[config.mk]
export PLATFORM = sky130hd
export DESIGN_NAME = mem_interface_unit
export DESIGN_NICKNAME = d
export VERILOG_FILES = /design/src/rtl/mem_interface_unit.sv
export SDC_FILE = /design/constraint.sdc
export NUM_CORES = 1
export LEC_CHECK = 0
export CAP_MARGIN = 20
export CORE_MARGIN = 8
export CORE_UTILIZATION = 35
export CTS_BUF_LIST = sky130_fd_sc_hd__clkbuf_8
export CTS_CLUSTER_DIAMETER = 30
export DETAILED_ROUTE_END_ITERATION = 16
export PLACE_DENSITY = 0.85
export SYNTH_ARGS = -nofsm -noshare
export SYNTH_HDL_FRONTEND = slang
export SYNTH_SLANG_ARGS = --single-unit
[constraint.sdc]
create_clock -name clk -period 1.59 [get_ports clk]
set_clock_uncertainty 0.1 [all_clocks]
set_input_delay 0.3975 -clock clk [delete_from_list [all_inputs] [get_ports clk]]
set_output_delay 0.3975 -clock clk [all_outputs]
set_load 0.01 [all_outputs]
[src/rtl/mem_interface_unit.sv]
// Word-serial line-fill / writeback responder between the L1 I/D caches and a ready-handshake memory bus.
// Optional MIU_ROUND_ROBIN_EN: alternate grants between I and D on simultaneous requests.
module mem_interface_unit #(
    parameter int WORD_LENGTH = 32,
    parameter int LINE_WORDS  = 4
) (
    input  logic                           clk,
    input  logic                           rst,
    input  logic                           iReq,
    input  logic [WORD_LENGTH-1:0]         iAdr,
    output logic [WORD_LENGTH-1:0]         iRData,
    output logic                           iRValid,
    output logic                           iAck,
    input  logic                           dReq,
    input  logic                           dWr,
    input  logic [WORD_LENGTH-1:0]         dAdr,
    input  logic [WORD_LENGTH-1:0]         dWData,
    output logic [$clog2(LINE_WORDS)-1:0]  dWIdx,
    output logic [WORD_LENGTH-1:0]         dRData,
    output logic                           dRValid,
    output logic                           dAck,
    output logic                           memReq,
    output logic                           memWr,
    output logic [WORD_LENGTH-1:0]         memAdr,
    output logic [WORD_LENGTH-1:0]         memWData,
    input  logic [WORD_LENGTH-1:0]         memRData,
    input  logic                           memRdy
);

    localparam int CW = $clog2(LINE_WORDS);
    localparam logic [WORD_LENGTH-1:0] LINE_MASK = ~WORD_LENGTH'(LINE_WORDS * 4 - 1);
    localparam logic [CW-1:0] LAST_BEAT = CW'(LINE_WORDS - 1);

    typedef enum logic [2:0] {IDLE, I_RD, D_RD, D_WR, DONE} stateT;

    stateT                  state;
    stateT                  nextState;
    logic [CW-1:0]          cnt;
    logic [WORD_LENGTH-1:0] base;
    logic                   ownerD;
    logic                   grantI;
    logic                   grantD;
    logic                   beating;
    logic                   lastBeat;

    assign beating  = (state == I_RD) || (state == D_RD) || (state == D_WR);
    assign lastBeat = (cnt == LAST_BEAT);

`ifdef MIU_ROUND_ROBIN_EN
    // lastGrant = 1 means D was served last, so I wins the next tie.
    logic lastGrant;

    always_comb begin
        grantI = iReq && (!dReq || lastGrant);
        grantD = dReq && !grantI;
    end

    always_ff @(posedge clk) begin
        if (rst) begin
            lastGrant <= 1'b1;
        end else if (state == IDLE && (grantI || grantD)) begin
            lastGrant <= grantD;
        end
    end
`else
    always_comb begin
        grantI = iReq;
        grantD = dReq && !iReq;
    end
`endif

    always_ff @(posedge clk) begin
        if (rst) begin
            state <= IDLE;
        end else begin
            state <= nextState;
        end
    end

    always_comb begin
        nextState = state;
        case (state)
            IDLE: begin
                if (grantI) begin
                    nextState = I_RD;
                end else if (grantD) begin
                    nextState = dWr ? D_WR : D_RD;
                end
            end
            I_RD, D_RD, D_WR: begin
                if (memRdy && lastBeat) begin
                    nextState = DONE;
                end
            end
            DONE:    nextState = IDLE;
            default: nextState = IDLE;
        endcase
    end

    // Line base and owner are captured at grant so address changes during the burst are ignored.
    always_ff @(posedge clk) begin
        if (rst) begin
            cnt     <= '0;
            base    <= '0;
            ownerD  <= 1'b0;
            iRValid <= 1'b0;
            dRValid <= 1'b0;
            iRData  <= '0;
            dRData  <= '0;
        end else begin
            iRValid <= 1'b0;
            dRValid <= 1'b0;
            if (state == IDLE && (grantI || grantD)) begin
                base   <= (grantI ? iAdr : dAdr) & LINE_MASK;
                ownerD <= !grantI;
                cnt    <= '0;
            end
            if (beating && memRdy) begin
                cnt <= lastBeat ? '0 : cnt + 1'b1;
                if (state == I_RD) begin
                    iRValid <= 1'b1;
                    iRData  <= memRData;
                end
                if (state == D_RD) begin
                    dRValid <= 1'b1;
                    dRData  <= memRData;
                end
            end
        end
    end

    always_comb begin
        memReq   = beating;
        memWr    = (state == D_WR);
        memAdr   = '0;
        memWData = '0;
        dWIdx    = '0;
        iAck     = (state == DONE) && !ownerD;
        dAck     = (state == DONE) && ownerD;
        if (beating) begin
            memAdr = base + {{(WORD_LENGTH - CW - 2){1'b0}}, cnt, 2'b00};
        end
        if (state == D_WR) begin
            memWData = dWData;
            dWIdx    = cnt;
        end
    end

endmodule
==> flow_metrics.py, run 1 <==
metrics = {
    "die": {
        "die_area_um2": 16300,
        "start_util_pct": 35.2,
        "boundaryPins": 270,
        "rows": 41,
        "fp.dieW_um": 128,
        "coreArea_um2": 12400,
        "fp.dieH_um": 128,
    },
    "setup_path": {
        "cp_data_required_time_ns": 1.09,
        "critPathKind": "reg -> out",
        "cp_max_fo": 9,
        "endpoint_kind": "primary output",
        "cp_cell_sequence": "nand2_2 -> nor2_4 -> buf_6 -> buf_16 -> and2_1 -> buf_2",
        "arrival_ns": 1.54,
        "critPathBufInv": 3,
        "cp_top_family": "buffers and inverters",
        "cp_slowest_cell": "dfxtp_4",
        "critPathLaunchType": "register",
        "critical-path-max-stage-delay_ns": 0.39,
    },
    "sta": {
        "setup_viol": 93,
        "fmax_ghz": 0.491,
        "post-route-period-util_pct": 128,
        "rsz0062_at_grt": "yes",
        "setup_ws_ns": -0.445,
        "slew_viol_final": 0,
        "hold_viol": 0,
        "min_period_ns": 2.04,
    },
    "clocking": {
        "worstSkewPairLatency_ns": 0.37,
        "root_buffer": "clkbuf_8",
        "h-tree-depth": 3,
        "cts_num_sinks": 100,
        "clock_path_buffers": 2,
        "tritoncts": "built",
        "clk_pin_slew_ns": 0.11,
        "cts_buffers": 9,
    },
    "drt": {
        "wl_per_cell_um": 18.0,
        "vias": 4782,
        "viasPerCell": 4.89,
        "initialDrtViolationCount": 322,
        "drc_errors": 0,
        "final_antenna_net_count": 0,
        "drt_wl_total_um": 17600,
        "drtPass1Iterations": 5,
    },
    "yosys": {
        "synthesis.area_um2": 4370,
        "synthFlopType": "dfxtp_1",
        "synth_edf_count": 0,
        "synth_top_area_cell": "dfxtp_1",
        "synth_top_area_share_pct": 45.8,
        "ys_types": 36,
        "ys_top_cells_by_area": "dfxtp_1 (46%), nand2_1 (11%), a21oi_1 (11%)",
        "synth_seq_cells": 100,
        "yosysSeqAreaShare_pct": 45.8,
        "synth_cells": 530,
        "avgSynthCellArea_um2": 8.25,
        "async_flop_share_pct": 0,
        "ys_warn_count": 0,
    },
    "placement": {
        "dpl_cell_area_um2": 7350,
        "port_buffers": 259,
        "place_ws_ns": -0.479,
        "dp_hpwl_um": 11500,
        "gp_congestion": 0.792,
    },
    "global_routing": {
        "grt_pass1_vias": 4672,
        "grt_max_degree": 75,
        "antenna_found_initial": 1,
        "grt_use_total_pct": 19.6,
        "overflow": 0,
        "grt_pass1_wl_um": 25500,
    },
    "hold_path": {
        "hold_path_class": "in -> reg",
    },
    "final_layout": {
        "nFillCells": 1036,
        "drive_gt1_share_pct": 25.5,
        "stdcell_area_um2": 7910,
        "area_delta_synth_final_pct": 80.9,
        "ff_latch_area_um2": 2010,
        "fin_nets": 935,
        "multi_input_area_um2": 2320,
    },
    "run_status": {
        "violations": "negative setup slack",
        "status": "finished, violations left",
    },
    "power": {
        "p_total_w": 0.00636,
        "p_leak_nw": 3.46,
        "peakVddDrop_mv": 0.435,
        "power_density_nw_per_um2": 804,
    },
    "job": {
        "maxCapViolCount": 0,
    },
}
-- stage by stage --
step	cells	util (%)	setup TNS (ns)	hold slack, ns
5_1_grt	978	63.7	-34.29	0.191
4_1_cts	973	62.2	-30.22	0.175
3_5_place_dp	939	59.2	-57.50	0.346
6_report	978	63.7	-28.89	0.195
3_3_place_gp	939	59.2	-54.51	0.341
2_1_floorplan	531	-	-0.0592	0.381
-- synth_stat cells, types with 2 or more instances --
library cell	number
a211oi_1	29
a21oi_1	95
and2_1	64
buf_2	28
buf_4	6
buf_6	3
clkbuf_1	12
dfxtp_1	100
mux2i_1	28
nand2_1	131
nand4bb_1	2
nor2_1	4
nor3_1	4
nor4bb_1	2
-- layout by cell type (no fill, tap or decap), types with 4 or more instances in the layout --
master and n:
and2_1 17, a211oi_1 25, a211oi_2 4, buf_12 12, dfxtp_1 97, buf_6 58, buf_4 23, buf_2 18
nand2_1 129, nor2_4 4, buf_16 4, clkbuf_8 9, mux2i_1 28, and2_4 47, a21oi_1 95, clkdlybuf4s50_1 123
nor3_1 4, dlygate4sd2_1 66
-- flip-flops by register name, summed over array words and instances, names as in the netlist --
| name | count |
|---|---|
| state | 3 |
| base | 28 |
| iRValid | 1 |
| dRData | 32 |
| iRData | 32 |
| cnt | 2 |
| ownerD | 1 |
| dRValid | 1 |
-- power by group --
group	internal (W)	leakage, nW	switching, W
sequential	0.00268	0.818	0.000104
combinational	0.00108	2.54	0.000822
clock	0.000626	0.0994	0.00105
total	0.00439	3.46	0.00197
-- repair_timing --
action,4_1_cts,5_1_grt
setup endpoints to repair,163,85
pin swaps,27,8
gates cloned,7,3
hold buffers,0,0
buffers inserted,11,6
gates resized for setup,405,46
-- cell families after synthesis --
group           count (synthesis)  share of synthesized area [%]
compound gates                131                           17.1
mux                            28                           6.41
other cells                     1                         0.0858
flops                         100                           45.8
fa+ha+maj                       1                          0.286
simple gates                  218                           24.2
buf+inv                        51                           6.21
-- layout make-up --
type | instances | area share [%]
Multi-Input combinational cell | 381 | 29.4
Clock inverter | 7 | 1.01
Clock buffer | 9 | 1.57
Antenna cell | 1 | 0.0316
Tap cell | 172 | 2.72
Inverter | 1 | 0.142
Timing Repair Buffer | 307 | 39.7
Sequential cell | 100 | 25.4
-- layer usage --
layer	GRT usage, %	vias to the layer above	wire length [um]
met5	0	-	0
met4	7.90	0	489
met3	5.78	33	1380
met2	35.7	208	9060
met1	20.6	2223	6650
li1	-	2318	-
-- path summary, 6_finish.rpt --
path	start	endpoint	slack (ns)	depth (start not counted)
worst max-delay path	state[1]	memWData[17]	-0.45	6
worst min-delay path	rst	base[4]	0.20	2
worst max register to register	state[0]	iRData[13]	-0.10	6
worst min register to register	iRData[23]	iRData[23]	0.35	2
Note: power is estimated with default switching activity, not from simulation.
==> run 2: changes to the inputs <==
--- a/config.mk
+++ b/config.mk
@@ -7,11 +7,12 @@
 export LEC_CHECK = 0
 export CAP_MARGIN = 20
 export CORE_MARGIN = 8
-export CORE_UTILIZATION = 35
+export CORE_UTILIZATION = 40
 export CTS_BUF_LIST = sky130_fd_sc_hd__clkbuf_8
 export CTS_CLUSTER_DIAMETER = 30
 export DETAILED_ROUTE_END_ITERATION = 16
-export PLACE_DENSITY = 0.85
+export PLACE_DENSITY = 0.91
+export SKIP_CTS_REPAIR_TIMING = 1
 export SYNTH_ARGS = -nofsm -noshare
 export SYNTH_HDL_FRONTEND = slang
 export SYNTH_SLANG_ARGS = --single-unit
==> constraint.sdc (replaced) <==
create_clock -name clk -period 2.4 [get_ports clk]
set_clock_uncertainty 0.1 [all_clocks]
set_input_delay 0.6 -clock clk [delete_from_list [all_inputs] [get_ports clk]]
set_output_delay 0.6 -clock clk [all_outputs]
set_load 0.01 [all_outputs]
==> flow_metrics.py, run 2 (synthesized netlist as in run 1, its figures left out) <==
metrics = {
    "power": {
        "swShare_pct": 30.4,
        "pwr-share-clk_pct": 27.5,
        "power_frac_seq_pct": 46.7,
        "switchingPower_w": 0.00119,
        "power_density_nw_per_um2": 526,
        "p_leak_nw": 3.71,
        "comb_power_share_pct": 25.8,
        "p_int_w": 0.00274,
        "peakVddDrop_mv": 0.306,
    },
    "sta": {
        "fmax_ghz": 0.413,
        "hold_viol": 0,
        "setup_ws_ns": -0.0219,
        "relSlewSlack_pct": 52.4,
        "rsz0062_at_grt": "yes",
        "post-route-period-util_pct": 101,
        "worstMarginPinSlew_ns": 0.713,
        "slew_viol_final": 0,
        "min_period_ns": 2.42,
        "setup_viol": 2,
        "totalNegativeSetupSlack_ns": -0.0362,
    },
    "drt": {
        "drt_wl_total_um": 16400,
        "viasPerCell": 5.07,
        "wl_met1_um": 6060,
        "top_layer_used": "met4",
        "wl_per_cell_um": 17.8,
        "drtPass1Iterations": 4,
        "initialDrtViolationCount": 316,
        "drc_errors": 0,
        "final_antenna_net_count": 0,
        "vias": 4668,
        "wl_met3_um": 1210,
        "route.met2.wl_um": 8550,
    },
    "clocking": {
        "tritoncts": "built",
        "cts_buffers": 9,
        "worstSkewPairLatency_ns": 0.36,
        "root_buffer": "clkbuf_8",
        "cts_num_sinks": 100,
        "h-tree-depth": 3,
        "clock_path_buffers": 2,
        "clk_pin_slew_ns": 0.11,
    },
    "placement": {
        "dp.cells": 897,
        "gp_congestion": 0.822,
        "dp_hpwl_um": 12000,
        "port_buffers": 259,
    },
    "run_status": {
        "violations": "negative setup slack",
        "status": "finished, violations left",
    },
    "die": {
        "start_util_pct": 40.7,
        "fp.dieH_um": 121,
        "fp.dieW_um": 121,
        "die_area_um2": 14500,
        "boundaryPins": 270,
        "rows": 38,
        "coreArea_um2": 10700,
    },
    "hold_path": {
        "hold_path_class": "reg -> reg",
        "min_path_cells": 2,
    },
    "setup_path": {
        "reg2reg_depth": 4,
        "critPathLaunchType": "register",
        "cp_max_fo": 8,
        "cp_data_required_time_ns": 1.70,
        "critPathKind": "reg -> out",
        "arrival_ns": 1.72,
        "endpoint_kind": "primary output",
    },
    "final_layout": {
        "antenna_cells": 0,
        "layout_common_cells": "clkdlybuf4s50_1 (189), nand2_1 (131), dfxtp_1 (97)",
        "drive_gt1_share_pct": 8.85,
        "area_delta_synth_final_pct": 70.9,
        "final_common_cell": "clkdlybuf4s50_1",
        "stdcell_count": 920,
        "top_regs": "dRData: 32 flops, iRData: 32 flops, base: 28 flops",
        "fin_nets": 910,
    },
    "job": {
        "maxCapViolCount": 0,
    },
    "global_routing": {
        "grt_pass1_wl_um": 24300,
        "antenna_found_initial": 0,
        "grt_max_degree": 68,
        "grt_pass1_vias": 4540,
        "overflow": 0,
        "grt_use_total_pct": 20.6,
    },
}
[run 2: cell count changes in the layout (fill, tap and decap cells not counted), moves of 5 or more]
cell | previous run | this run
buf_6 | 58 | 4
dlygate4sd2_1 | 66 | 0
clkdlybuf4s50_1 | 123 | 189
buf_4 | 23 | 17
dlymetal6s2s_1 | 0 | 54
clkbuf_2 | 0 | 5
buf_12 | 12 | 4
buf_2 | 18 | 8
and2_4 | 47 | 1
and2_1 | 17 | 63
[run 2: worst max-delay path, stage by stage (launching register included)]
cell and delay, ns:
dfxtp_2 0.35, nand2_1 0.11, nor2_4 0.05, buf_4 0.14
buf_4 0.13, clkbuf_16 0.14, buf_4 0.14, and2_1 0.14
dlymetal6s2s_1 0.16
[run 2: final timing paths]
kind               from          end  slack, ns
min          iRData[31]   iRData[31]       0.36
min reg2reg  iRData[31]   iRData[31]       0.36
max reg2reg    state[2]     base[17]       0.42
max            state[1]  memWData[2]      -0.02
[run 2: metal layers]
layer  track usage (%)  vias to the layer above
li1                  -                     2257
met1              22.0                     2154
met2              37.7                      218
met3              5.08                       39
met4              8.51                        0
met5                 0                        -
[run 2: layout make-up]
class / count / area (um^2)
inverter: 1 / 3.75
fill: 839 / 3270
clock inverter: 7 / 80.1
timing repair buffer: 283 / 2940
clock buffer: 9 / 124
sequential: 100 / 2010
tap: 140 / 175
multi-input combinational: 380 / 2150
[run 2: stage by stage]
step / cell area, um^2 / power [W] / setup WS (ns) / utilization (%) / hold WS (ns)
floorplan: 4380 / 0.00233 / 0.463 / - / 0.381
detailed placement: 7080 / 0.00287 / -0.0412 / 65.9 / 0.348
global placement: 7080 / 0.00284 / -0.0344 / 65.9 / 0.342
CTS: 7290 / 0.00395 / -0.309 / 67.8 / 0.363
global route: 7470 / 0.00411 / -0.0997 / 69.6 / 0.382
finish: 7470 / 0.00393 / -0.0219 / 69.6 / 0.360
[run 2: power groups by stage]
stage                     combinational, W  sequential (W)  clock (W)
after global placement            0.000973         0.00186          0
after CTS                          0.00101         0.00184    0.00111
final                              0.00102         0.00184    0.00108
after floorplan                   0.000448         0.00188          0
after global routing               0.00109         0.00185    0.00118
after detailed placement           0.00100         0.00187          0
